**config.mk**
```make
export PLATFORM = sky130hd
export DESIGN_NAME = fn_enum
export DESIGN_NICKNAME = d
export VERILOG_FILES = /design/src/rtl/crypto1_pkg.sv /design/src/rtl/nib_preimage.sv /design/src/rtl/fn_enum.sv
export SDC_FILE = /design/constraint.sdc
export NUM_CORES = 1
export LEC_CHECK = 0
export CAP_MARGIN = 10
export CORE_ASPECT_RATIO = 0.6
export CORE_MARGIN = 1.5
export CORE_UTILIZATION = 50
export DETAILED_ROUTE_END_ITERATION = 12
export PLACE_DENSITY = 0.76
export REMOVE_ABC_BUFFERS = 1
export SETUP_SLACK_MARGIN = 0.15
export SLEW_MARGIN = 0
export SYNTH_ARGS = -nofsm -noshare
export SYNTH_HDL_FRONTEND = slang
export SYNTH_SLANG_ARGS = --single-unit
```
**constraint.sdc**
```tcl
create_clock -name clk -period 4.6 [get_ports clk]
set_clock_uncertainty 0.2 [all_clocks]
set_input_delay 1.15 -clock clk [delete_from_list [all_inputs] [get_ports clk]]
set_output_delay 1.15 -clock clk [all_outputs]
set_load 0.005 [all_outputs]
```
**src/rtl/crypto1_pkg.sv**
```systemverilog
// rtl/crypto1_pkg.sv - Crypto1 filter tables, preimage helper and shared types
//
// Purpose: constants and helpers shared by the Fc enumeration path.
//   FA_TAB / FB_TAB : 4-input nibble sub-function truth tables (bit n = f(n))
//   FC_TAB          : 5-input combining function truth table
//   preimage()      : k-th nibble value n (ascending) with tab[n] == b
package crypto1_pkg;

  localparam logic [15:0] FA_TAB = 16'hF22C;
  localparam logic [15:0] FB_TAB = 16'hD938;
  localparam logic [31:0] FC_TAB = 32'hEC57E80A;

  typedef logic [4:0]  fc_in_t;
  typedef logic [19:0] filt_in_t;

  // Tables are balanced, so every (b, k) with k < 8 has a match; the
  // zero default is only reachable for an unbalanced table.
  function automatic logic [3:0] preimage(input logic [15:0] tab,
                                          input logic        b,
                                          input logic [2:0]  k);
    logic [3:0] r;
    int         cnt;
    r   = 4'h0;
    cnt = 0;
    for (int n = 0; n < 16; n++) begin
      if (tab[n] == b) begin
        if (cnt == int'(k)) r = n[3:0];
        cnt++;
      end
    end
    return r;
  endfunction

endpackage

```
**src/rtl/nib_preimage.sv**
```systemverilog
// rtl/nib_preimage.sv - constant preimage lookup for one nibble sub-function
//
// Purpose: returns the k-th nibble (ascending) whose TAB output equals b.
// Ports:
//   b   in  1  required sub-function output
//   k   in  3  preimage index 0..7
//   nib out 4  matching nibble value
module nib_preimage
  import crypto1_pkg::*;
#(
  parameter logic [15:0] TAB = FA_TAB
) (
  input  logic       b,
  input  logic [2:0] k,
  output logic [3:0] nib
);

  // Both preimage lists fold to constants at elaboration.
  logic [3:0] lut0 [8];
  logic [3:0] lut1 [8];

  for (genvar g = 0; g < 8; g++) begin : g_lut
    assign lut0[g] = preimage(TAB, 1'b0, 3'(g));
    assign lut1[g] = preimage(TAB, 1'b1, 3'(g));
  end

  assign nib = b ? lut1[k] : lut0[k];

endmodule

```
**src/rtl/fn_enum.sv**
```systemverilog
// rtl/fn_enum.sv - enumerate all filter-input words matching an Fc input vector
//
// Purpose: for a latched 5-bit Fc input vector, stream all 32768 20-bit words X
// whose nibble sub-function outputs reproduce it, one per cycle.
// Ports:
//   clk       in  1   clock
//   resetn    in  1   asynchronous active-low reset
//   in_valid  in  1   in_fc valid
//   in_ready  out 1   block idle and accepting in_fc
//   in_fc     in  5   target sub-function output vector
//   flush     in  1   synchronous abort of the current enumeration
//   out_valid out 1   out_x holds a candidate
//   out_ready in  1   consumer accepts out_x
//   out_x     out 20  candidate filter-input word
//   out_last  out 1   final candidate for the current in_fc
module fn_enum
  import crypto1_pkg::*;
#(
  parameter logic [15:0] TAB0 = FA_TAB,
  parameter logic [15:0] TAB1 = FB_TAB,
  parameter logic [15:0] TAB2 = FA_TAB,
  parameter logic [15:0] TAB3 = FA_TAB,
  parameter logic [15:0] TAB4 = FB_TAB
) (
  input  logic     clk,
  input  logic     resetn,
  input  logic     in_valid,
  output logic     in_ready,
  input  fc_in_t   in_fc,
  input  logic     flush,
  output logic     out_valid,
  input  logic     out_ready,
  output filt_in_t out_x,
  output logic     out_last
);

  typedef enum logic { IDLE, RUN } state_t;

  state_t      state, state_nx;
  logic [14:0] cnt, cnt_nx;
  fc_in_t      fc_q, fc_nx;
  logic        last;

  always_ff @(posedge clk or negedge resetn) begin
    if (!resetn) begin
      state <= IDLE;
      cnt   <= 15'd0;
      fc_q  <= 5'd0;
    end else begin
      state <= state_nx;
      cnt   <= cnt_nx;
      fc_q  <= fc_nx;
    end
  end

  // out_valid is a decode of the state register, so it is registered and
  // rises the cycle after accept.
  assign last = (cnt == 15'h7FFF);

  always_comb begin
    state_nx  = state;
    cnt_nx    = cnt;
    fc_nx     = fc_q;
    in_ready  = 1'b0;
    out_valid = 1'b0;
    out_last  = 1'b0;
    case (state)
      IDLE: begin
        in_ready = 1'b1;
        // flush wins over a same-cycle accept
        if (!flush && in_valid) begin
          fc_nx    = in_fc;
          cnt_nx   = 15'd0;
          state_nx = RUN;
        end
      end
      RUN: begin
        out_valid = 1'b1;
        out_last  = last;
        if (flush) begin
          state_nx = IDLE;
        end else if (out_ready) begin
          if (last) state_nx = IDLE;
          else      cnt_nx   = cnt + 15'd1;
        end
      end
      default: state_nx = IDLE;
    endcase
  end

  // Nibble i uses index k_i = cnt[3i+2:3i] and target bit fc[4-i].
  for (genvar i = 0; i < 5; i++) begin : g_nib
    localparam logic [15:0] TAB_I = (i == 0) ? TAB0 :
                                    (i == 1) ? TAB1 :
                                    (i == 2) ? TAB2 :
                                    (i == 3) ? TAB3 : TAB4;
    nib_preimage #(.TAB(TAB_I)) u_nib (
      .b   (fc_q[4-i]),
      .k   (cnt[3*i +: 3]),
      .nib (out_x[4*i +: 4])
    );
  end

endmodule
```
==> impl_metrics.env <==
export IMPL_synthXorXnorAreaFrac=0.00911
export IMPL_cap_violations=0
export IMPL_synthMuxAreaShare=0.101
export IMPL_post_cts_resized=0
export IMPL_setup_viol=0
export IMPL_drtIter0Drc=84
export IMPL_synth_top_family_by_area="compound AO/OA/AOI/OAI gates"
export IMPL_areaGrowthSynthToFinish_pct=18.5
export IMPL_die_area_um2=4240
export IMPL_slew_headroom=0.381
export IMPL_cts_htree_levels=1
export IMPL_cts_buffer_depth=2
export IMPL_hold_class="reg2reg"
export IMPL_postLayoutCoreUtil=0.619
export IMPL_remaining_drc_errors=0
export IMPL_ios=33
export IMPL_dr_pass1_iters=6
export IMPL_finalCriticalPeriod_ns=3.59
export IMPL_core_rowCount=17
export IMPL_cts_tree="done"
export IMPL_die_h_um=51.0
export IMPL_clkTransAtPathRegs_ns=0.07
export IMPL_dp_cells=290
export IMPL_required_ns=3.25
export IMPL_peakVddDrop_mv=0.250
export IMPL_ys_seq_elements=21
export IMPL_nFillCells=330
export IMPL_syn_avg_cell_area_um2=8.59
export IMPL_synth_area_um2=1920
export IMPL_post_drt_wl_per_cell_um=13.7
export IMPL_io_buffer_count=32
export IMPL_hold_buffers=0
export IMPL_final_setup_tns_ns=0
export IMPL_fmax_mhz=278
export IMPL_cp_arrival_ns=2.24
export IMPL_clk_latency_ns=0.27
export IMPL_fp_coreArea_um2=3680
export IMPL_root_buffer="clkbuf_8"
export IMPL_holdPathStages=1
export IMPL_grt_start_max_net_pins=22
export IMPL_hold_slack_ns=0.402
export IMPL_postCtsSetupBuffers=0
export IMPL_fin_total_pwr_uw=553
export IMPL_critPathKind="reg2out"
export IMPL_antenna_found_initial=0
export IMPL_worst_slew_pin_slew_ns=0.926
export IMPL_layout_cells_non_filler=294
export IMPL_final_common_cell="clkdlybuf4s50_1"
export IMPL_synthFlopType="dfrtp_1"
export IMPL_ys_seq_area_frac=0.273
export IMPL_start_util=0.523
export IMPL_dp_hpwl_um=2980
export IMPL_async_reset_ff_frac=1.00
export IMPL_synth_fa_ha_area_frac=0.176
export IMPL_ant_nets=0
export IMPL_critPathCaptureType="primary output"
export IMPL_start_kind="flop"
export IMPL_synthCells=224
export IMPL_synth_warnings=0
export IMPL_drt_wl_total_um=4020
export IMPL_synthSimpleGateAreaFrac=0.155
export IMPL_outcome="finished, final reports clean"
export IMPL_power_leakage_nw=0.989
export IMPL_synth_compound_area_frac=0.203
export IMPL_antenna_cells=0
export IMPL_maxSlewViolCount=0
export IMPL_grt_usage=0.206
export IMPL_hold_viol=0
export IMPL_grt_pass1_vias=1538
export IMPL_rr_worst_depth=5
export IMPL_cts_buffers=3
export IMPL_die_w_um=83.1
export IMPL_place_congestion=0.787
export IMPL_clkSinkCount=21
export IMPL_synth_edf_count=0
export IMPL_vias=1679
export IMPL_grt_pass1_wl_um=7100
export IMPL_powerDensity_nw_per_um2=243
export IMPL_rsz0062_at_grt="no"
export IMPL_post_route_period_util=0.781
export IMPL_synthDistinctLibCells=45
export IMPL_via_per_inst=5.71
export IMPL_grt_overflow=0
export IMPL_layout_drive_gt1_share=0.0769
export IMPL_fin_nets=285
export IMPL_most_common_layout_cells="clkdlybuf4s50_1 (32), ha_1 (27), a21oi_1 (25), inv_1 (23), dfrtp_1 (21)"
export IMPL_crit_fanout=9
==> final cells by class <==
class,count,area (um^2),area share
clock buffers,4,45.0,0.0198
inverters,24,90.1,0.0395
multi-input cells,166,1240,0.544
flip-flops and latches,21,526,0.231
well taps,47,58.8,0.0258
repair buffers,32,320,0.141
==> critical path: stages (launching register included) <==
cell             delay (ns)
dfrtp_1                0.51
inv_1                  0.11
ha_1                   0.31
and2_1                 0.17
a211o_1                0.27
o21ai_0                0.08
clkdlybuf4s50_1        0.53
==> worst paths after layout <==
| path | startpoint | to | slack [ns] |
|---|---|---|---|
| min in group asynchronous | resetn | fc_q[0] | 1.20 |
| max reg2reg | cnt[12] | cnt[8] | 2.28 |
| max in group asynchronous | resetn | cnt[0] | 2.43 |
| min | cnt[7] | cnt[7] | 0.40 |
| min reg2reg | cnt[7] | cnt[7] | 0.40 |
| max | cnt[12] | out_x[16] | 1.01 |
==> where the power goes <==
group | total (mW) | switching (mW) | leakage (nW) | internal (mW)
logic | 0.193 | 0.0785 | 0.689 | 0.115
registers | 0.239 | 0.0376 | 0.277 | 0.201
clock network | 0.121 | 0.0593 | 0.0228 | 0.0619
==> cells in the mapped netlist, drive strengths merged, types with 2 or more instances <==
library cell  count  area [um^2]
ha               27          338
a21oi            25          125
inv              24         90.1
dfrtp            21          526
nor2             15         56.3
nand2            14         52.6
a31oi            10         62.6
o21ai            10         50.0
clkbuf            8         30.0
a211oi            6         45.0
mux2              6         67.6
mux2i             6         60.1
nand3             6         35.0
buf               5         38.8
nand4             4         31.3
nor3              4         20.0
and2              3         21.3
and3              3         18.8
mux4              3         67.6
nand2b            3         18.8
a41oi             2         17.5
nor2b             2         12.5
o22ai             2         12.5
xor2              2         17.5
==> registers in the layout, indices dropped and copies added, names as in the netlist <==
signal	count
cnt	15
fc_q	5
state	1
==> layer usage <==
metal	share of wire	GRT usage	up-vias
met2	0.40	0.301	49
met5	0	0	-
met3	0.065	0.0485	4
met1	0.53	0.307	777
li1	-	-	849
met4	0.0057	0.0472	0
==> per-stage QoR <==
step	worst slack, ns	cell area [um^2]
floorplan	1.87	1850
global placement	1.33	2230
detailed placement	1.30	2230
CTS	1.01	2280
global route	0.904	2280
finish	1.01	2280
==> kinds of logic (layout without fill, tap and decap cells) <==
family          after synthesis  in the layout
compound gates               64             64
xor+xnor                      2              2
fa+ha+maj                    27             27
buf+inv                      37             60
flops                        21             21
mux                          15             15
simple gates                 58             58
No activity file was read; power rests on OpenSTA's default activity.
